[config.mk]
export PLATFORM = sky130hd
export DESIGN_NAME = decode_queue
export DESIGN_NICKNAME = d
export VERILOG_FILES = /design/src/rtl/decode_queue.sv
export SDC_FILE = /design/constraint.sdc
export NUM_CORES = 1
export LEC_CHECK = 0
export BUFFER_PORTS_ARGS = -buffer_cell sky130_fd_sc_hd__buf_2
export CAP_MARGIN = 0
export CORE_ASPECT_RATIO = 0.8
export CORE_MARGIN = 2
export CORE_UTILIZATION = 45
export CTS_BUF_LIST = sky130_fd_sc_hd__clkbuf_4 sky130_fd_sc_hd__clkbuf_8 sky130_fd_sc_hd__clkbuf_16
export CTS_CLUSTER_DIAMETER = 120
export CTS_CLUSTER_SIZE = 24
export DETAILED_ROUTE_END_ITERATION = 10
export MAX_ROUTING_LAYER = met4
export PLACE_DENSITY = 0.71
export SLEW_MARGIN = 20
export SYNTH_ARGS = -nofsm -noshare
export SYNTH_HDL_FRONTEND = slang
export SYNTH_SLANG_ARGS = --single-unit
[constraint.sdc]
create_clock -name clk -period 2 [get_ports clk]
set_input_delay 0.2 -clock clk [delete_from_list [all_inputs] [get_ports clk]]
set_output_delay 0.2 -clock clk [all_outputs]
set_load 0.1 [all_outputs]
[src/rtl/decode_queue.sv]
// ----------------------------------------------------------------------------
// decode_queue
//   Instruction queue that pre-decodes each fetched word into its control-unit
//   start state as it is written. The control unit reads the head entry over
//   a valid/ready handshake. There is no bypass, so a word pushed at one edge
//   reaches the head at the following edge.
//
// Parameters
//   DEPTH   queue entries, any value >= 2 (need not be a power of two)
//   CODE_W  width of the CU state code, >= 7
//   CNT_W   occupancy counter width (derived)
//
// Ports
//   clk        in   rising-edge clock
//   reset      in   asynchronous active-low reset
//   flush      in   synchronous clear, wins over push and pop
//   in_valid   in   fetch offers in_instr
//   in_ready   out  queue not full
//   in_instr   in   fetched 32-bit instruction word
//   out_valid  out  queue not empty
//   out_ready  in   control unit consumes the head this cycle
//   out_instr  out  head instruction, 0 when empty
//   out_code   out  head CU start state, 0 when empty or undefined encoding
//   out_cond   out  head condition-field pass
//   count      out  current occupancy
//   cond_flags in   {N,Z,C,V}, present only when DECODE_COND_EN is defined
//
// Optional feature macro: DECODE_COND_EN
//   Defined   : out_cond is the ARM condition test of the head's [31:28]
//               against cond_flags (0 when empty).
//   Undefined : out_cond simply follows out_valid.
// ----------------------------------------------------------------------------
module decode_queue #(
    parameter int DEPTH  = 4,
    parameter int CODE_W = 8,
    localparam int CNT_W = $clog2(DEPTH + 1)
) (
    input  logic              clk,
    input  logic              reset,
    input  logic              flush,
    input  logic              in_valid,
    output logic              in_ready,
    input  logic [31:0]       in_instr,
    output logic              out_valid,
    input  logic              out_ready,
    output logic [31:0]       out_instr,
    output logic [CODE_W-1:0] out_code,
    output logic              out_cond,
`ifdef DECODE_COND_EN
    input  logic [3:0]        cond_flags,
`endif
    output logic [CNT_W-1:0]  count
);

    localparam int PTR_W = $clog2(DEPTH);

    logic [PTR_W-1:0]  rdPtr_q, rdPtr_d;
    logic [PTR_W-1:0]  wrPtr_q, wrPtr_d;
    logic [CNT_W-1:0]  count_q, count_d;
    logic              push;
    logic              pop;
    logic [6:0]        decCode;
    logic [31:0]       instrMem_q [DEPTH];
    logic [CODE_W-1:0] codeMem_q  [DEPTH];

    // Pointers wrap explicitly so DEPTH need not be a power of two.
    function automatic logic [PTR_W-1:0] nextPtr(input logic [PTR_W-1:0] p);
        return (p == PTR_W'(DEPTH - 1)) ? '0 : p + 1'b1;
    endfunction

    // Handshake flags; the full/empty tests come straight from the counter.
    assign in_ready  = (count_q != CNT_W'(DEPTH));
    assign out_valid = (count_q != '0);
    assign push      = in_valid & in_ready;
    assign pop       = out_valid & out_ready;
    assign count     = count_q;

    // Pre-decode of the incoming word into its CU start state. Every state
    // fits in 7 bits; anything not recognised decodes to 0.
    always_comb begin
        decCode = 7'd0;
        case (in_instr[27:25])
            3'b001: begin
                case (in_instr[24:20])
                    5'b01000: decCode = 7'd7;
                    5'b01001: decCode = 7'd12;
                    5'b10101: decCode = 7'd8;
                    5'b11010: decCode = 7'd9;
                    5'b11011: decCode = 7'd13;
                    default:  decCode = 7'd0;
                endcase
            end
            3'b000: begin
                if (!in_instr[4]) begin
                    case (in_instr[24:20])
                        5'b01000: decCode = (in_instr[11:5] == 7'd0) ? 7'd5 : 7'd6;
                        5'b01001: decCode = (in_instr[11:5] == 7'd0) ? 7'd10 : 7'd11;
                        5'b10101: decCode = 7'd55;
                        5'b11010: decCode = 7'd56;
                        5'b11011: decCode = 7'd57;
                        default:  decCode = 7'd0;
                    endcase
                end else if (in_instr[7]) begin
                    if (in_instr[24]) begin
                        decCode = 7'd25 + {5'd0, in_instr[22:21]};
                    end else if (in_instr[22:21] == 2'b10) begin
                        decCode = 7'd29;
                    end else if (in_instr[22:21] == 2'b00) begin
                        decCode = 7'd30;
                    end
                end
            end
            3'b010: begin
                decCode = in_instr[24] ? (7'd31 + {6'd0, in_instr[21]}) : 7'd33;
            end
            3'b011: begin
                if (!in_instr[4]) begin
                    decCode = in_instr[24] ? (7'd34 + {6'd0, in_instr[21]}) : 7'd36;
                end
            end
            3'b100: begin
                // Block transfers without the S bit; states are ordered
                // loads after stores, then by P, U, W.
                if (!in_instr[22]) begin
                    decCode = 7'd65 + {3'd0, in_instr[20], in_instr[24],
                                       in_instr[23], in_instr[21]};
                end
            end
            3'b101: begin
                decCode = in_instr[24] ? 7'd15 : 7'd14;
            end
            default: decCode = 7'd0;
        endcase
    end

    // Next-state for pointers and occupancy; flush clears everything.
    always_comb begin
        rdPtr_d = rdPtr_q;
        wrPtr_d = wrPtr_q;
        count_d = count_q;
        if (flush) begin
            rdPtr_d = '0;
            wrPtr_d = '0;
            count_d = '0;
        end else begin
            if (push) begin
                wrPtr_d = nextPtr(wrPtr_q);
            end
            if (pop) begin
                rdPtr_d = nextPtr(rdPtr_q);
            end
            if (push && !pop) begin
                count_d = count_q + 1'b1;
            end else if (pop && !push) begin
                count_d = count_q - 1'b1;
            end
        end
    end

    // Control registers; reset drops every entry at once.
    always_ff @(posedge clk or negedge reset) begin
        if (!reset) begin
            rdPtr_q <= '0;
            wrPtr_q <= '0;
            count_q <= '0;
        end else begin
            rdPtr_q <= rdPtr_d;
            wrPtr_q <= wrPtr_d;
            count_q <= count_d;
        end
    end

    // Entry storage needs no reset because the outputs are masked while
    // the queue is empty.
    always_ff @(posedge clk) begin
        if (push) begin
            instrMem_q[wrPtr_q] <= in_instr;
            codeMem_q[wrPtr_q]  <= CODE_W'(decCode);
        end
    end

    // Head entry, forced to zero while the queue is empty.
    assign out_instr = out_valid ? instrMem_q[rdPtr_q] : '0;
    assign out_code  = out_valid ? codeMem_q[rdPtr_q] : '0;

`ifdef DECODE_COND_EN
    logic condBase;

    // Conditions come in complementary pairs: [31:29] picks the base test
    // and [28] inverts it. AL/1111 fall out as 1 and 0 from the same rule.
    always_comb begin
        condBase = 1'b0;
        case (out_instr[31:29])
            3'd0:    condBase = cond_flags[2];
            3'd1:    condBase = cond_flags[1];
            3'd2:    condBase = cond_flags[3];
            3'd3:    condBase = cond_flags[0];
            3'd4:    condBase = cond_flags[1] & ~cond_flags[2];
            3'd5:    condBase = (cond_flags[3] == cond_flags[0]);
            3'd6:    condBase = ~cond_flags[2] & (cond_flags[3] == cond_flags[0]);
            default: condBase = 1'b1;
        endcase
        out_cond = out_valid & (condBase ^ out_instr[28]);
    end
`else
    assign out_cond = out_valid;
`endif

endmodule
==> impl_metrics.tcl <==
set metrics [dict create \
    synth.net_count 444 \
    ios 83 \
    synthToLayoutAreaGrowth_pct 40.1 \
    yosysWarnings 0 \
    synth_area_um2 7010 \
    async_reset_ff_share_pct 4.29 \
    cts_inserted_buffers 17 \
    drtPass1Iterations 6 \
    drc 0 \
    vias_per_cell 5.43 \
    wl_per_cell_um 20.3 \
    period_needed_ns 2.14 \
    place_hpwl_um 9360 \
    avgSynthCellArea_um2 17.7 \
    grt_pass1_wl_um 23700 \
    grt_overflow 0 \
    fin_nets 579 \
    clk_latency_ns 0.43 \
    fp-row-count 40 \
    setup_viol 42 \
    antenna_left 0 \
    antenna_found_initial 1 \
    hold_violations 0 \
    vias 4108 \
    required_ns 1.80 \
    start_util_pct 46.4 \
    skew_ns 0.0163 \
    ys_ff_latch 163 \
    crit_fanout 11 \
    grt_max_degree 27 \
    synth_edf_count 156 \
    die_w_um 144 \
    clk_pin_slew_ns 0.06 \
    rsz0062_at_grt "true" \
    layout-drive-gt1-share_pct 46.4 \
    grt_pass1_vias 4304 \
    status "finished with violations" \
    cap_violations 0 \
    startpoint_type "register" \
    fp.coreArea_um2 15100 \
    violations "negative setup slack" \
    ys_seq_area_share_pct 69.3 \
    synth.distinct_cells 55 \
    h-tree-depth 4 \
    io_buffers 81 \
    slew_viol_final 0 \
    grt_usage_pct 20.1 \
    place_congestion 0.919 \
    cts.root.buffer_cell "clkbuf_16" \
    hold_class "in2reg" \
    synth_flop_cell "edfxtp_1" \
    fin_crit_sh_pct 107 \
    place_ws_ns -0.0139 \
    slew_headroom_pct 64.6 \
    synthCells 397 \
    worst_slack_ns -0.144 \
    fmax_ghz 0.466 \
    cts_buffer_depth 2 \
    hold_slack_ns 0.0138 \
    dieArea_um2 16600 \
    cts_tree "built" \
    critical_path_class "reg2out" \
    wl_um 15300 \
    worstMarginPinSlew_ns 0.526 \
    worstSetupEndpointType "primary output" \
    drt_iter0_markers 501 \
    crit_arrival_ns 1.94 \
    die_y_um 116 \
    cts.sinks 163 \
]
[synthesized netlist by cell type, types with 3 or more instances]
cell / count / area share (%)
a21oi_1: 3 / 0.21
and2_1: 3 / 0.27
and3_1: 4 / 0.36
buf_1: 3 / 0.16
buf_2: 4 / 0.29
buf_6: 3 / 0.48
clkbuf_1: 12 / 0.64
dfrtp_1: 7 / 2.5
edfxtp_1: 156 / 67
ha_1: 9 / 1.6
inv_1: 9 / 0.48
mux2i_1: 4 / 0.57
mux4_2: 39 / 13
nand2_1: 7 / 0.37
nand2b_1: 5 / 0.45
nand3_1: 6 / 0.43
nor2_1: 14 / 0.75
nor2b_1: 44 / 3.9
nor3_1: 10 / 0.71
o21a_1: 3 / 0.32
o21ai_0: 8 / 0.57
o22ai_1: 3 / 0.27
[flip-flops by register name, indices dropped and copies added (netlist names)]
register,cells
instrMem_q,128
codeMem_q,28
count,3
wrPtr_q,2
rdPtr_q,2
[cell type report]
cell class | instances | area, µm²
Fill cell | 1031 | 5290
Sequential cell | 163 | 4870
Multi-Input combinational cell | 201 | 2320
Timing Repair Buffer | 140 | 1730
Clock buffer | 20 | 448
Tap cell | 210 | 263
Clock inverter | 12 | 155
Inverter | 9 | 37.5
Antenna cell | 1 | 2.50
[timing repair]
action                                 in CTS  in global routing
cloned                                      1                  2
resized for setup                         127                  7
setup endpoints to repair                  42                 44
buffers inserted                            3                  5
pin swaps                                   1                  0
hold buffers                               16                  0
endpoints found under the hold margin      67                  0
[cell families (layout without fill, tap and decap cells)]
kind of cell               Yosys count  count (layout)  share of synthesized area (%)
DFF                                163             163                           69.3
and+or+nand+nor                    108             108                           9.14
muxes                               45              45                           13.4
AOI/OAI and AO/OA                   35              35                           3.68
buffers and inverters               33             181                           2.27
adders and majority gates           10              10                           1.89
xor gates and xnor gates             2               2                          0.250
other                                1               2                         0.0535
[critical path, stage by stage, from the launching register on]
cell     delay (ns)
dfrtp_2        0.37
buf_12         0.15
buf_16         0.16
mux4_2         0.52
nor2b_4        0.15
buf_12         0.16
[per-layer routing]
| layer | global-route usage (%) | share of wire, % |
|---|---|---|
| met3 | 5.21 | 5.8 |
| met5 | - | 0 |
| met4 | 5.23 | 0.96 |
| met2 | 31.0 | 49 |
| met1 | 27.0 | 44 |
[layout by cell type (no fill, tap or decap), types with 5 or more instances in the layout]
| cell type | n |
|---|---|
| buf_12 | 50 |
| buf_2 | 39 |
| buf_4 | 24 |
| clkbuf_16 | 19 |
| dlygate4sd3_1 | 16 |
| edfxtp_1 | 156 |
| ha_1 | 9 |
| inv_1 | 8 |
| mux4_2 | 39 |
| nand2_1 | 7 |
| nand2b_1 | 5 |
| nand3_1 | 6 |
| nor2_1 | 14 |
| nor2b_1 | 5 |
| nor2b_4 | 38 |
| nor3_1 | 8 |
| o21ai_0 | 8 |
[path summary, 6_finish.rpt]
path / startpoint / endpoint / slack, ns / cells past startpoint
worst max register to register: count[1] / count[2] / -0.02 / 7
max in group asynchronous: reset / count[1] / 1.67 / 2
worst min register to register: wrPtr_q[1] / wrPtr_q[1] / 0.63 / 2
min in group asynchronous: reset / count[2] / 0.14 / 2
worst min-delay path: in_instr[16] / instrMem_q[3][16] / 0.01 / 1
worst max-delay path: rdPtr_q[0] / out_instr[23] / -0.14 / 5
[stage by stage]
stage	setup TNS (ns)	utilization, %	area, µm²	std cells
finish	-4.73	65.0	9820	756
global route	-7.29	65.0	9820	756
CTS	-5.28	64.0	9680	748
detailed placement	-0.0139	55.4	8370	696
global placement	0	55.4	8370	696
floorplan	-18.24	-	7310	397
Power is left out: the tool's default activity adds up to more than one toggle a clock period on the data nets, which glitch-free logic cannot reach.
